==> config.mk <==
export PLATFORM = sky130hd
export DESIGN_NAME = net_send_endpoint
export DESIGN_NICKNAME = d
export VERILOG_FILES = /design/src/rtl/net_send_endpoint.sv
export SDC_FILE = /design/constraint.sdc
export NUM_CORES = 1
export LEC_CHECK = 0
export CAP_MARGIN = 20
export CORE_AREA = 2 2 102 104
export CTS_BUF_LIST = sky130_fd_sc_hd__clkbuf_16
export CTS_CLUSTER_SIZE = 25
export DETAILED_ROUTE_END_ITERATION = 10
export DIE_AREA = 0 0 104 106
export PLACE_DENSITY = 0.67
export SETUP_SLACK_MARGIN = 0.05
export SLEW_MARGIN = 20
export SYNTH_ARGS = -nofsm -noshare
export SYNTH_HDL_FRONTEND = slang
export SYNTH_SLANG_ARGS = --single-unit
==> constraint.sdc <==
create_clock -name CLK -period 2.4 [get_ports CLK]
set_input_delay 0.48 -clock CLK [delete_from_list [all_inputs] [get_ports CLK]]
set_output_delay 0.48 -clock CLK [all_outputs]
set_load 0.01 [all_outputs]
==> src/rtl/net_send_endpoint.sv <==
// net_send_endpoint: injection endpoint for one send port of the flit network.
// Buffers core words in a small FIFO, segments them into 21-bit flits,
// chooses a VC round-robin from the non-full status for each packet head,
// and holds that VC for the whole packet (wormhole).
module net_send_endpoint #(
  parameter int         FIFO_DEPTH = 4,
  parameter logic [1:0] MY_ID      = 2'd0
) (
  input  logic        CLK,
  input  logic        RST_N,
  input  logic        pkt_in_valid,
  output logic        pkt_in_ready,
  input  logic [1:0]  pkt_in_dest,
  input  logic [15:0] pkt_in_data,
  input  logic        pkt_in_last,
  output logic [20:0] flit_out,
  output logic        EN_flit_out,
  output logic        EN_nonfull,
  input  logic [1:0]  nonfull_vcs,
  output logic        busy,
  output logic [15:0] sent_flits,
  output logic [1:0]  my_id
);

  localparam int AW = (FIFO_DEPTH > 1) ? $clog2(FIFO_DEPTH) : 1;

  typedef struct packed {
    logic        last;
    logic [1:0]  dest;
    logic [15:0] data;
  } word_t;

  typedef enum logic {IDLE, BODY} state_e;

  word_t         mem_q [FIFO_DEPTH];
  logic [AW-1:0] wr_ptr_q, rd_ptr_q;
  logic [AW:0]   count_q, count_d;
  logic          live_q;
  state_e        state_q, state_d;
  logic          rr_q, rr_d;
  logic          lock_vc_q, lock_vc_d;
  logic [1:0]    lock_dest_q, lock_dest_d;
  logic [15:0]   sent_q;

  logic          full, empty, push, pop;
  logic          vc_sel, flit_vc;
  logic [1:0]    flit_dest;
  logic          issue;
  word_t         head;

  assign full  = (count_q == (AW+1)'(FIFO_DEPTH));
  assign empty = (count_q == '0);
  assign head  = mem_q[rd_ptr_q];

  // Ready is not relaxed by a same-cycle pop; keeps the full path short.
  assign pkt_in_ready = live_q & ~full;
  assign push         = pkt_in_valid & pkt_in_ready;
  assign pop          = issue;

  // Round-robin pick: prefer rr, fall back to the other VC.
  assign vc_sel = nonfull_vcs[rr_q] ? rr_q : ~rr_q;

  assign EN_flit_out = issue;
  assign EN_nonfull  = live_q;
  assign flit_out    = {1'b1, head.last, flit_dest, flit_vc, head.data};
  assign busy        = (state_q == BODY) | ~empty;
  assign sent_flits  = sent_q;
  assign my_id       = MY_ID;

  // Live goes high on the first edge after reset release.
  always_ff @(posedge CLK or negedge RST_N) begin
    if (!RST_N) live_q <= 1'b0;
    else        live_q <= 1'b1;
  end

  // FIFO storage; contents need no reset since count gates visibility.
  always_ff @(posedge CLK) begin
    if (push) mem_q[wr_ptr_q] <= '{last: pkt_in_last, dest: pkt_in_dest, data: pkt_in_data};
  end

  // FIFO occupancy next-state.
  always_comb begin
    count_d = count_q;
    case ({push, pop})
      2'b10:   count_d = count_q + 1'b1;
      2'b01:   count_d = count_q - 1'b1;
      default: count_d = count_q;
    endcase
  end

  // FIFO pointers and occupancy.
  always_ff @(posedge CLK or negedge RST_N) begin
    if (!RST_N) begin
      wr_ptr_q <= '0;
      rd_ptr_q <= '0;
      count_q  <= '0;
    end else begin
      if (push) wr_ptr_q <= wr_ptr_q + 1'b1;
      if (pop)  rd_ptr_q <= rd_ptr_q + 1'b1;
      count_q <= count_d;
    end
  end

  // Packet FSM: VC choice on the head flit, locked VC/dest for the body.
  always_comb begin
    state_d     = state_q;
    rr_d        = rr_q;
    lock_vc_d   = lock_vc_q;
    lock_dest_d = lock_dest_q;
    issue       = 1'b0;
    flit_vc     = vc_sel;
    flit_dest   = head.dest;
    case (state_q)
      IDLE: begin
        issue = live_q & ~empty & (|nonfull_vcs);
        if (issue) begin
          rr_d = ~vc_sel;
          if (!head.last) begin
            state_d     = BODY;
            lock_vc_d   = vc_sel;
            lock_dest_d = head.dest;
          end
        end
      end
      BODY: begin
        flit_vc   = lock_vc_q;
        flit_dest = lock_dest_q;
        issue     = live_q & ~empty & nonfull_vcs[lock_vc_q];
        if (issue && head.last) state_d = IDLE;
      end
      default: state_d = IDLE;
    endcase
  end

  // FSM and lock registers.
  always_ff @(posedge CLK or negedge RST_N) begin
    if (!RST_N) begin
      state_q     <= IDLE;
      rr_q        <= 1'b0;
      lock_vc_q   <= 1'b0;
      lock_dest_q <= 2'd0;
    end else begin
      state_q     <= state_d;
      rr_q        <= rr_d;
      lock_vc_q   <= lock_vc_d;
      lock_dest_q <= lock_dest_d;
    end
  end

  // Issued-flit counter, wraps naturally at 16 bits.
  always_ff @(posedge CLK or negedge RST_N) begin
    if (!RST_N)  sent_q <= 16'd0;
    else if (issue) sent_q <= sent_q + 16'd1;
  end

endmodule

==> flow_summary.toml <==
[pwr]
p_clk_share_pct = 22.8
p_leak_nw = 2.016
power_frac_comb_pct = 34.9
power_switching_mw = 1.773
p_per_area_mw_per_mm2 = 1073
vdd_drop_max_mv = 0.3889
p_int_mw = 4.116
pwr-share-seq_pct = 42.4
switching_share_pct = 30.11

[flow_run]
maxCapViolCount = 0

[critical_path]
worstReg2RegStart = "rd_ptr_q[0]"
cp-start-kind = "register"
ff2ff_setup_slack_ns = 0.26
end_kind = "primary output"
critPathKind = "reg2out"
worst_ep_required_time_ns = 1.92
crit_path_max_fanout = 4
startpoint = "count_q[2]"
reg2regPathDepth = 6
cp.arrival_ns = 1.80

[clock_tree]
cts_tree = "yes"
clk_pin_slew_ns = 0.07
clk_latency_ns = 0.34
cts-htree-levels = 3
cts_sinks = 105
cts_made_buffers = 9
root_buffer = "clkbuf_16"
clk_path_buf_depth = 2

[final_layout]
multi_input_area_sq_mm = 0.001182
nFillCells = 816
seqCellArea_sq_mm = 0.003012
final_cell_area_sq_mm = 0.005489
nets = 352
antennaDiodeCount = 0
drive_gt1_share_pct = 26.15
area_growth_pct = 25.85

[sta]
maxSlewHeadroom_pct = 65.77
finalClockSkew_ns = 0.007401
setup_viol = 0
period_needed_ns = 2.284
rsz0062_at_grt = "true"
finalHoldViolations = 0
setup_ws_ns = 0.1164
tightest_slew_ns = 0.5135
post-route-period-util_pct = 95.15
report.final.slew_viol_count = 0
fmax_ghz = 0.4379

[floorplan]
dieArea_sq_mm = 0.01102
pin_count = 67
core_region_area_sq_mm = 0.01000
die_y_um = 106
die_x_um = 104
placement_rows = 37
initial_core_util_pct = 43.62

[logic_synthesis]
syn_inst = 242
yosysUniqueCellTypes = 35
synth_top_area_cell = "edfxtp_1"
synth_area_sq_mm = 0.004362
synth_top_cell_area_share_pct = 52.32
ys_warn_count = 0
syn_area_per_cell_sq_um = 18.02
yosysSeqAreaShare_pct = 68.96
synth.area.top_cells = "edfxtp_1 52%, dfrtp_1 17%, mux4_2 9.8%"
synth-seq-cells = 105

[route]
via_per_inst = 4.811
drc = 0
vias = 2218
first_pass_iters = 4
drtIter0Drc = 81
wl_um = 7262
wl_per_cell_um = 15.75
ant_nets = 0

[global_route]
grt_max_degree = 30
grt_pass1_wl_um = 12080
antenna_found_initial = 0
overflow = 0
grt_pass1_vias = 2357
grt.total_usage_pct = 14.23

[hold_path]
hp-start = "lock_dest_q[1]"
holdPathStages = 1
hp-class = "reg2reg"

[placed_design]
place.detailed.hpwl_um = 4909
finalWeightedCongestion = 0.7627
io_buffers = 63
post_dp_cell_area_sq_mm = 0.005139
place_ws_ns = -0.1864

[run_status]
status = "finished, final reports clean"
## worst max-delay path, stage by stage (launching register included)
cell             delay, ns
dfrtp_2               0.46
or4_1                 0.52
clkdlybuf4s50_1       0.49
## layout make-up
class | count | area share, %
Tap cell | 136 | 3.100
Clock inverter | 6 | 0.9802
Multi-Input combinational cell | 106 | 21.54
Inverter | 7 | 0.4787
Timing Repair Buffer | 92 | 14.93
Clock buffer | 9 | 4.103
Sequential cell | 105 | 54.87
## worst paths after layout
kind / endpoint
hold reg to reg: lock_dest_q[1]
setup / recovery: busy
min in group asynchronous: sent_flits[14]
hold / removal: lock_dest_q[1]
max in group asynchronous: count_q[2]
setup reg to reg: lock_dest_q[0]
## registers in the layout, summed over array words and instances (netlist names)
| register | count |
|---|---|
| rd_ptr_q | 2 |
| lock_vc_q | 1 |
| wr_ptr_q | 2 |
| count_q | 3 |
| lock_dest_q | 2 |
| state_q | 1 |
| mem_q | 76 |
| rr_q | 1 |
| EN_nonfull | 1 |
| sent_flits | 16 |
## per-layer routing
metal  vias to the layer above  wire length [um]  track usage [%]
met5                         -                 0                0
met4                         0                83            5.212
met3                         5               234            3.433
met2                        38              3660            23.26
met1                      1123              3283            18.70
li1                       1052                 -                -
## cells in the final DEF (no fill, tap or decap), types with 6 or more instances in the layout
master / netlist / routed
mux4_2: 19 / 19
clkdlybuf4s50_1: 0 / 42
dfrtp_1: 29 / 26
and3_1: 7 / 7
ha_1: 6 / 6
dlygate4sd2_1: 0 / 11
buf_4: 21 / 27
inv_1: 7 / 7
clkbuf_16: 0 / 9
nand2_1: 9 / 9
xnor2_1: 16 / 16
edfxtp_1: 76 / 76
## per-stage QoR
stage / setup TNS, ns / utilization (%) / hold WS [ns] / power, mW / instances
2_1_floorplan: 0 / - / 0.1844 / 3.860 / 244
3_3_place_gp: -0.2701 / 51.39 / 0.4618 / 4.562 / 434
3_5_place_dp: -0.3448 / 51.39 / 0.4698 / 4.599 / 434
4_1_cts: 0 / 54.42 / 0.4857 / 5.897 / 455
5_1_grt: 0 / 54.89 / 0.4978 / 6.229 / 461
6_report: 0 / 54.89 / 0.4855 / 5.889 / 461
## synth_stat cells, drive strengths merged
cell     instances
nor2b            2
nor2             4
edfxtp          76
nand2            9
or4              1
mux4            19
nand3            5
clkbuf           2
and2             2
xor2             5
o41ai            1
a211oi           1
a2111oi          2
dfrtp           29
inv              7
and3             7
a22o             1
o31ai            2
conb             2
nand4            5
and4             1
a31oi            1
or3              1
fa               1
buf             24
ha               6
xnor2           16
mux2i            2
mux2             6
o21ai            2
## power by group through the flow
stage | clock [mW] | combinational, mW | sequential (mW)
floorplan | 0 | 1.37 | 2.49
global placement | 0 | 2.03 | 2.53
detailed placement | 0 | 2.05 | 2.55
CTS | 1.38 | 2.01 | 2.51
global route | 1.45 | 2.25 | 2.53
finish | 1.34 | 2.05 | 2.49
## logic make-up after synthesis
logic type	Yosys count	share of synthesized area, %
flops	105	68.96
simple gates	37	4.790
buf+inv	33	4.705
mux	27	11.82
xor+xnor	21	4.217
compound gates	10	3.156
fa+ha+maj	7	2.180
other cells	2	0.1722
## repair_timing
| item | in CTS | in global routing |
|---|---|---|
| buffers inserted | 6 | 6 |
| hold buffers | 0 | 0 |
| setup endpoints to repair | 23 | 7 |
| pin swaps | 0 | 1 |
| gates resized for setup | 41 | 9 |
No activity file was read; power rests on OpenSTA's default activity.
